--- config.mk ---
export PLATFORM = sky130hd
export DESIGN_NAME = multicycle_ctrl
export DESIGN_NICKNAME = d
export VERILOG_FILES = /design/src/rtl/ctrl_pkg.sv /design/src/rtl/ctrl_cycle_counter.sv /design/src/rtl/multicycle_ctrl.sv
export SDC_FILE = /design/constraint.sdc
export NUM_CORES = 1
export LEC_CHECK = 0
export CORE_ASPECT_RATIO = 1.75
export CORE_UTILIZATION = 40
export CTS_CLUSTER_DIAMETER = 80
export DETAILED_ROUTE_END_ITERATION = 10
export HOLD_SLACK_MARGIN = 0.1
export PLACE_DENSITY = 0.71
export SLEW_MARGIN = 20
export SYNTH_ARGS = -nofsm -noshare
export SYNTH_HDL_FRONTEND = slang
export SYNTH_SLANG_ARGS = --single-unit
--- constraint.sdc ---
create_clock -name clk -period 3.85 [get_ports clk]
set_input_delay 0.77 -clock clk [delete_from_list [all_inputs] [get_ports clk]]
set_output_delay 0.77 -clock clk [all_outputs]
set_load 0.01 [all_outputs]
--- src/rtl/ctrl_pkg.sv ---
// Shared definitions for the multicycle MIPS-subset controller:
// state encoding, opcode/funct values, datapath mux codes, cause codes.
package ctrl_pkg;

  typedef enum logic [4:0] {
    S_RESET     = 5'd0,
    S_FETCH     = 5'd1,
    S_DECODE    = 5'd2,
    S_EXEC_R    = 5'd3,
    S_R_WB      = 5'd4,
    S_EXEC_I    = 5'd5,
    S_I_WB      = 5'd6,
    S_MEM_ADDR  = 5'd7,
    S_MEM_READ  = 5'd8,
    S_MEM_WB    = 5'd9,
    S_MEM_WRITE = 5'd10,
    S_BRANCH    = 5'd11,
    S_JUMP      = 5'd12,
    S_JR        = 5'd13,
    S_MD_START  = 5'd14,
    S_MD_RUN    = 5'd15,
    S_MOVE_WB   = 5'd16,
    S_EXC       = 5'd17
  } state_t;

  localparam logic [5:0] OP_RTYPE = 6'h00;
  localparam logic [5:0] OP_J     = 6'h02;
  localparam logic [5:0] OP_BEQ   = 6'h04;
  localparam logic [5:0] OP_BNE   = 6'h05;
  localparam logic [5:0] OP_ADDI  = 6'h08;
  localparam logic [5:0] OP_LW    = 6'h23;
  localparam logic [5:0] OP_SW    = 6'h2B;

  localparam logic [5:0] FN_JR    = 6'h08;
  localparam logic [5:0] FN_MFHI  = 6'h10;
  localparam logic [5:0] FN_MFLO  = 6'h12;
  localparam logic [5:0] FN_MULT  = 6'h18;
  localparam logic [5:0] FN_DIV   = 6'h1A;
  localparam logic [5:0] FN_ADD   = 6'h20;
  localparam logic [5:0] FN_SUB   = 6'h22;
  localparam logic [5:0] FN_AND   = 6'h24;
  localparam logic [5:0] FN_OR    = 6'h25;
  localparam logic [5:0] FN_SLT   = 6'h2A;

  localparam logic [1:0] MTR_ALU  = 2'd0;
  localparam logic [1:0] MTR_MDR  = 2'd1;
  localparam logic [1:0] MTR_HI   = 2'd2;
  localparam logic [1:0] MTR_LO   = 2'd3;

  localparam logic [1:0] SRCB_B   = 2'd0;
  localparam logic [1:0] SRCB_4   = 2'd1;
  localparam logic [1:0] SRCB_IMM = 2'd2;
  localparam logic [1:0] SRCB_BR  = 2'd3;

  localparam logic [1:0] ALU_ADD  = 2'd0;
  localparam logic [1:0] ALU_SUB  = 2'd1;
  localparam logic [1:0] ALU_FN   = 2'd2;
  localparam logic [1:0] ALU_PASS = 2'd3;

  localparam logic [1:0] PCS_ALU  = 2'd0;
  localparam logic [1:0] PCS_OUT  = 2'd1;
  localparam logic [1:0] PCS_JMP  = 2'd2;
  localparam logic [1:0] PCS_EXC  = 2'd3;

  localparam logic [1:0] CAUSE_NONE = 2'd0;
  localparam logic [1:0] CAUSE_INV  = 2'd1;
  localparam logic [1:0] CAUSE_OVF  = 2'd2;
  localparam logic [1:0] CAUSE_DIV0 = 2'd3;

endpackage

--- src/rtl/ctrl_cycle_counter.sv ---
// 6-bit load/decrement counter with zero flag; times memory waits and mult/div.
// Ports: clk, reset, load, load_val[5:0], dec -> zero.
module ctrl_cycle_counter (
  input  logic       clk,
  input  logic       reset,
  input  logic       load,
  input  logic [5:0] load_val,
  input  logic       dec,
  output logic       zero
);

  logic [5:0] count;

  always_ff @(posedge clk) begin
    if (reset) begin
      count <= 6'd0;
    end else if (load) begin
      count <= load_val;
    end else if (dec && count != 6'd0) begin
      count <= count - 6'd1;
    end
  end

  assign zero = (count == 6'd0);

endmodule

--- src/rtl/multicycle_ctrl.sv ---
// Multicycle MIPS-subset control FSM: Moore decode of every datapath control.
// Ports: clk, reset, opcode, funct, zero, overflow, div_zero -> mux/enables, cause, state_dbg.
module multicycle_ctrl
  import ctrl_pkg::*;
#(
  parameter int MEM_WAIT  = 1,
  parameter int MD_CYCLES = 32
) (
  input  logic       clk,
  input  logic       reset,
  input  logic [5:0] opcode,
  input  logic [5:0] funct,
  input  logic       zero,
  input  logic       overflow,
  input  logic       div_zero,
  output logic       pc_write,
  output logic       iord,
  output logic       mem_read,
  output logic       mem_write,
  output logic       ir_write,
  output logic       reg_dst,
  output logic       reg_write,
  output logic [1:0] mem_to_reg,
  output logic       alu_src_a,
  output logic [1:0] alu_src_b,
  output logic [1:0] alu_op,
  output logic [1:0] pc_source,
  output logic       epc_write,
  output logic [1:0] cause,
  output logic       md_start,
  output logic       md_sel,
  output logic       hilo_write,
  output logic [4:0] state_dbg
);

  localparam logic [5:0] MEM_LOAD = 6'(MEM_WAIT);
  localparam logic [5:0] MD_LOAD  = 6'(MD_CYCLES - 1);

  state_t     state;
  state_t     next;
  logic [1:0] cause_q;
  logic [1:0] next_cause;
  logic       cnt_zero;
  logic       cnt_load;
  logic       cnt_dec;
  logic [5:0] cnt_val;

  ctrl_cycle_counter u_cnt (
    .clk      (clk),
    .reset    (reset),
    .load     (cnt_load),
    .load_val (cnt_val),
    .dec      (cnt_dec),
    .zero     (cnt_zero)
  );

  always_comb begin
    next       = state;
    next_cause = cause_q;
    unique case (state)
      S_RESET:  next = S_FETCH;
      S_FETCH:  if (cnt_zero) next = S_DECODE;
      S_DECODE: begin
        case (opcode)
          OP_RTYPE: begin
            case (funct)
              FN_ADD, FN_SUB, FN_AND,
              FN_OR, FN_SLT:     next = S_EXEC_R;
              FN_JR:             next = S_JR;
              FN_MULT, FN_DIV:   next = S_MD_START;
              FN_MFHI, FN_MFLO:  next = S_MOVE_WB;
              default: begin
                next       = S_EXC;
                next_cause = CAUSE_INV;
              end
            endcase
          end
          OP_ADDI:         next = S_EXEC_I;
          OP_LW, OP_SW:    next = S_MEM_ADDR;
          OP_BEQ, OP_BNE:  next = S_BRANCH;
          OP_J:            next = S_JUMP;
          default: begin
            next       = S_EXC;
            next_cause = CAUSE_INV;
          end
        endcase
      end
      S_EXEC_R: begin
        if (overflow && (funct == FN_ADD || funct == FN_SUB)) begin
          next       = S_EXC;
          next_cause = CAUSE_OVF;
        end else begin
          next = S_R_WB;
        end
      end
      S_EXEC_I: begin
        if (overflow) begin
          next       = S_EXC;
          next_cause = CAUSE_OVF;
        end else begin
          next = S_I_WB;
        end
      end
      S_MEM_ADDR: next = (opcode == OP_SW) ? S_MEM_WRITE : S_MEM_READ;
      S_MEM_READ: if (cnt_zero) next = S_MEM_WB;
      S_MD_START: begin
        if (funct == FN_DIV && div_zero) begin
          next       = S_EXC;
          next_cause = CAUSE_DIV0;
        end else begin
          next = S_MD_RUN;
        end
      end
      S_MD_RUN: if (cnt_zero) next = S_FETCH;
      default:  next = S_FETCH;
    endcase
  end

  // The counter is reloaded only on entry to a timed state, never on its self-loop.
  always_comb begin
    cnt_load = (next != state) &&
               (next == S_FETCH || next == S_MEM_READ || next == S_MD_RUN);
    cnt_val  = (next == S_MD_RUN) ? MD_LOAD : MEM_LOAD;
    cnt_dec  = (state == S_FETCH || state == S_MEM_READ || state == S_MD_RUN);
  end

  always_ff @(posedge clk) begin
    if (reset) begin
      state   <= S_RESET;
      cause_q <= CAUSE_NONE;
    end else begin
      state   <= next;
      cause_q <= next_cause;
    end
  end

  always_comb begin
    pc_write   = 1'b0;
    iord       = 1'b0;
    mem_read   = 1'b0;
    mem_write  = 1'b0;
    ir_write   = 1'b0;
    reg_dst    = 1'b0;
    reg_write  = 1'b0;
    mem_to_reg = MTR_ALU;
    alu_src_a  = 1'b0;
    alu_src_b  = SRCB_B;
    alu_op     = ALU_ADD;
    pc_source  = PCS_ALU;
    epc_write  = 1'b0;
    md_start   = 1'b0;
    md_sel     = 1'b0;
    hilo_write = 1'b0;
    unique case (state)
      S_FETCH: begin
        mem_read = 1'b1;
        if (cnt_zero) begin
          ir_write  = 1'b1;
          pc_write  = 1'b1;
          alu_src_b = SRCB_4;
        end
      end
      S_DECODE:   alu_src_b = SRCB_BR;
      S_EXEC_R: begin
        alu_src_a = 1'b1;
        alu_op    = ALU_FN;
      end
      S_R_WB: begin
        reg_dst   = 1'b1;
        reg_write = 1'b1;
      end
      S_EXEC_I, S_MEM_ADDR: begin
        alu_src_a = 1'b1;
        alu_src_b = SRCB_IMM;
      end
      S_I_WB:     reg_write = 1'b1;
      S_MEM_READ: begin
        iord     = 1'b1;
        mem_read = 1'b1;
      end
      S_MEM_WB: begin
        mem_to_reg = MTR_MDR;
        reg_write  = 1'b1;
      end
      S_MEM_WRITE: begin
        iord      = 1'b1;
        mem_write = 1'b1;
      end
      S_BRANCH: begin
        alu_src_a = 1'b1;
        alu_op    = ALU_SUB;
        pc_source = PCS_OUT;
        // bne inverts the sense of the zero flag
        pc_write  = zero ^ (opcode == OP_BNE);
      end
      S_JUMP: begin
        pc_write  = 1'b1;
        pc_source = PCS_JMP;
      end
      S_JR: begin
        alu_src_a = 1'b1;
        alu_op    = ALU_PASS;
        pc_write  = 1'b1;
      end
      S_MD_START: begin
        md_start = 1'b1;
        md_sel   = (funct == FN_DIV);
      end
      S_MD_RUN:   hilo_write = cnt_zero;
      S_MOVE_WB: begin
        reg_dst    = 1'b1;
        reg_write  = 1'b1;
        mem_to_reg = (funct == FN_MFLO) ? MTR_LO : MTR_HI;
      end
      S_EXC: begin
        epc_write = 1'b1;
        pc_write  = 1'b1;
        pc_source = PCS_EXC;
      end
      default: ;
    endcase
  end

  assign cause     = cause_q;
  assign state_dbg = state;

endmodule

==> results.md, run 1 <==
* Status: complete, no violations
* Total global-route track usage at between 20% and 30%
* Core area at between 3000 and 4000 sq um
* RSZ-0062 raised after global routing: false
* Leading area contributor after synthesis: dfxtp_1
* Avg Vias per Cell at ~5.8
* Top FF cell, synth: dfxtp_1
* PortBufs at 43
* Syn-to-layout area delta at 33.8%
* Fin Setup TNS at 0 ns
* Instance count of the mapped netlist at between 200 and 250
* DRC at 0
* Minimum clock period at between 3 and 4 ns
* CP arrival at between 2 and 3 ns
* Number of H-tree levels at 1
* Final setup violation count at 0
* Seq/Total Area, Yosys at between 10% and 20%
* Net count after synthesis at roughly 230
* FMAX at between 0.2 and 0.3 GHz
* First-pass GRT wire length at just under 7000 um
* Cells resized by post-CTS repair at 0
* Maxcap violations at 0
* CP Max Fanout at 6
* I/O pins at 44
* Routed vias at 1677
* Total Power at roughly 1.2 mW
* Worst setup EP type: output pin
* Worst VDD drop at roughly 0.46 mV
* DR iter-0 viols at 39
* Gr ovfl total at 0
* Pleak at ~0.70 nW
* Antenna Nets Post-Route at 0
* Clk_skew at around 0.0038 ns
* Hold Buf Count CTS at 0
* Cell Pwr Density at 599 nW/um^2
* Synthesized cell area at 1450 sq um
* Slew @ Worst Pin at ~0.75 ns
* CTS buffer count at 3
* Syn Area/Cell at ~7.0 sq um
* Async SR Flop Fraction at 0%
* Yosys reg bits at 13
* Pre-Repair DR Iteration Count at 4
* Clock Sinks at 13
* Die Area at ~3900 sq um
* Cells taking the most area after synthesis: dfxtp_1, nor2_1, nand2_1, a21oi_1, nand2b_1
* Clock root buffer master: clkbuf_8
* Clk Latency, worst-skew pair at about 0.24 ns
* Yosys cell types at between 50 and 60
* Placer Congestion at ~0.9
* Rel. slew slack at between 40% and 50%
* Period utilisation layout at between 90 and 100%
* Worst Hold Class: register to register
* Type of the worst setup path: input pin to output pin
* Most common cell after layout, fill and taps aside: clkdlybuf4s50_1
* Synth warnings at 0
* Initial antenna violation count at 0
* Initial Util at 42.2%
* Die height at between 80 and 90 um
* WL final at ~4200 um
* Drt wl/cell at 14.4 um
* CTS Buffer Depth at 2
* Critical Path RT at 3.08 ns
* Pin count of the biggest net entering global routing at 25
* N_diodes at 0
* Post-detail-place hpwl at about 3200 um
* Area share of the largest cell type after synthesis at roughly 18%
* Pins over their slew limit at 0
* Final hold vios at 0
* Worst setup SP type: input pin
* Clock transition at path regs at approximately 0.050 ns
* Nets at 264
* Number of global-route vias before repair at between 1500 and 2000
* Post-synth EDFFs at 0
* Share of post-route cells with drive strength above 1 at approximately 7%
* Fin util at between 50% and 60%
* Site row count at 28
* CTS tree: yes
* Die width at between 40 and 50 um
* Post-CTS Setup Repair Bufs at 0
* Most frequent cells in the layout: clkdlybuf4s50_1, nor2_1, nand2_1, dfxtp_1
[per-stage QoR]
stage	cells	instance area (sq um)	worst slack [ns]	hold WS, ns
floorplan	208	1450	1.14	0.441
finish	289	1940	0.151	0.459
CTS	289	1940	0.170	0.463
global route	289	1940	0.0475	0.481
global placement	285	1890	0.183	0.452
detailed placement	285	1890	0.172	0.452
[worst max-delay path, cell delays in order]
cell and delay, ns:
clkdlybuf4s50_1 0.52, nor4b_4 0.40, nand2_1 0.14, or3_1 0.35
a21oi_1 0.18, clkdlybuf4s50_1 0.56
[cells in the mapped netlist (3+ instances only)]
master,n
nor2_1,27
nand2_1,23
dfxtp_1,13
a21oi_1,10
inv_1,10
nor3_1,8
nand2b_1,7
clkbuf_1,6
o21ai_0,6
nand3_1,5
a311oi_1,4
buf_2,4
nor2b_1,4
or2_2,4
xnor2_1,4
a21o_1,3
a31oi_1,3
and3_1,3
nand3b_1,3
nor3b_1,3
nor4_1,3
nor4b_1,3
o2111ai_1,3
o211ai_1,3
o41ai_1,3
[power by group]
group	total, mW	switching [mW]	leakage, nW	internal [mW]
Sequential	0.276	0.0933	0.106	0.182
Combinational	0.764	0.405	0.573	0.359
Clock	0.121	0.0476	0.0228	0.0731
[sequential cells by signal, summed over array words and instances (netlist names)]
register	flops
u_cnt.count	6
state_dbg	5
cause	2
[routing by layer]
metal	vias to the layer above	GRT usage, %	routed length (um)
met5	-	0	0
met4	0	8.29	81
met3	9	1.98	152
met2	50	40.5	2180
met1	776	28.2	1760
li1	842	-	-
[final timing paths]
path / start / end / slack, ns / cells past startpoint
worst max-delay path: funct[2] / mem_to_reg[0] / 0.15 / 6
worst min-delay path: cause[1] / cause[1] / 0.46 / 2
worst max register to register: state_dbg[4] / u_cnt.count[5] / 0.99 / 8
worst min register to register: cause[1] / cause[1] / 0.46 / 2
[cell families (layout without fill, tap and decap cells)]
group	Yosys count	count (layout)	share of synthesized area [%]
AO/OA/AOI/OAI	56	56	28.8
multiplexers	2	2	1.47
adder cells (fa/ha/maj)	2	2	1.73
buffers and inverters	22	58	6.05
AND/OR/NAND/NOR	108	108	41.0
XOR/XNOR	5	5	3.02
flip-flops	13	13	18.0
[cell type report]
cell class / count / area [sq um]
timing repair buffer: 44 / 438
sequential: 13 / 260
tap: 45 / 56.3
inverter: 10 / 37.5
clock buffer: 4 / 45.0
fill: 374 / 1500
multi-input combinational: 173 / 1100
No activity file was read; power rests on OpenSTA's default activity.
==> inputs of run 2 (changes only) <==
Settings changed: SKIP_LAST_GASP set to 1.
==> results of run 2 <==
Same layout as run 1: the final DEF is identical, and so are final timing and power.
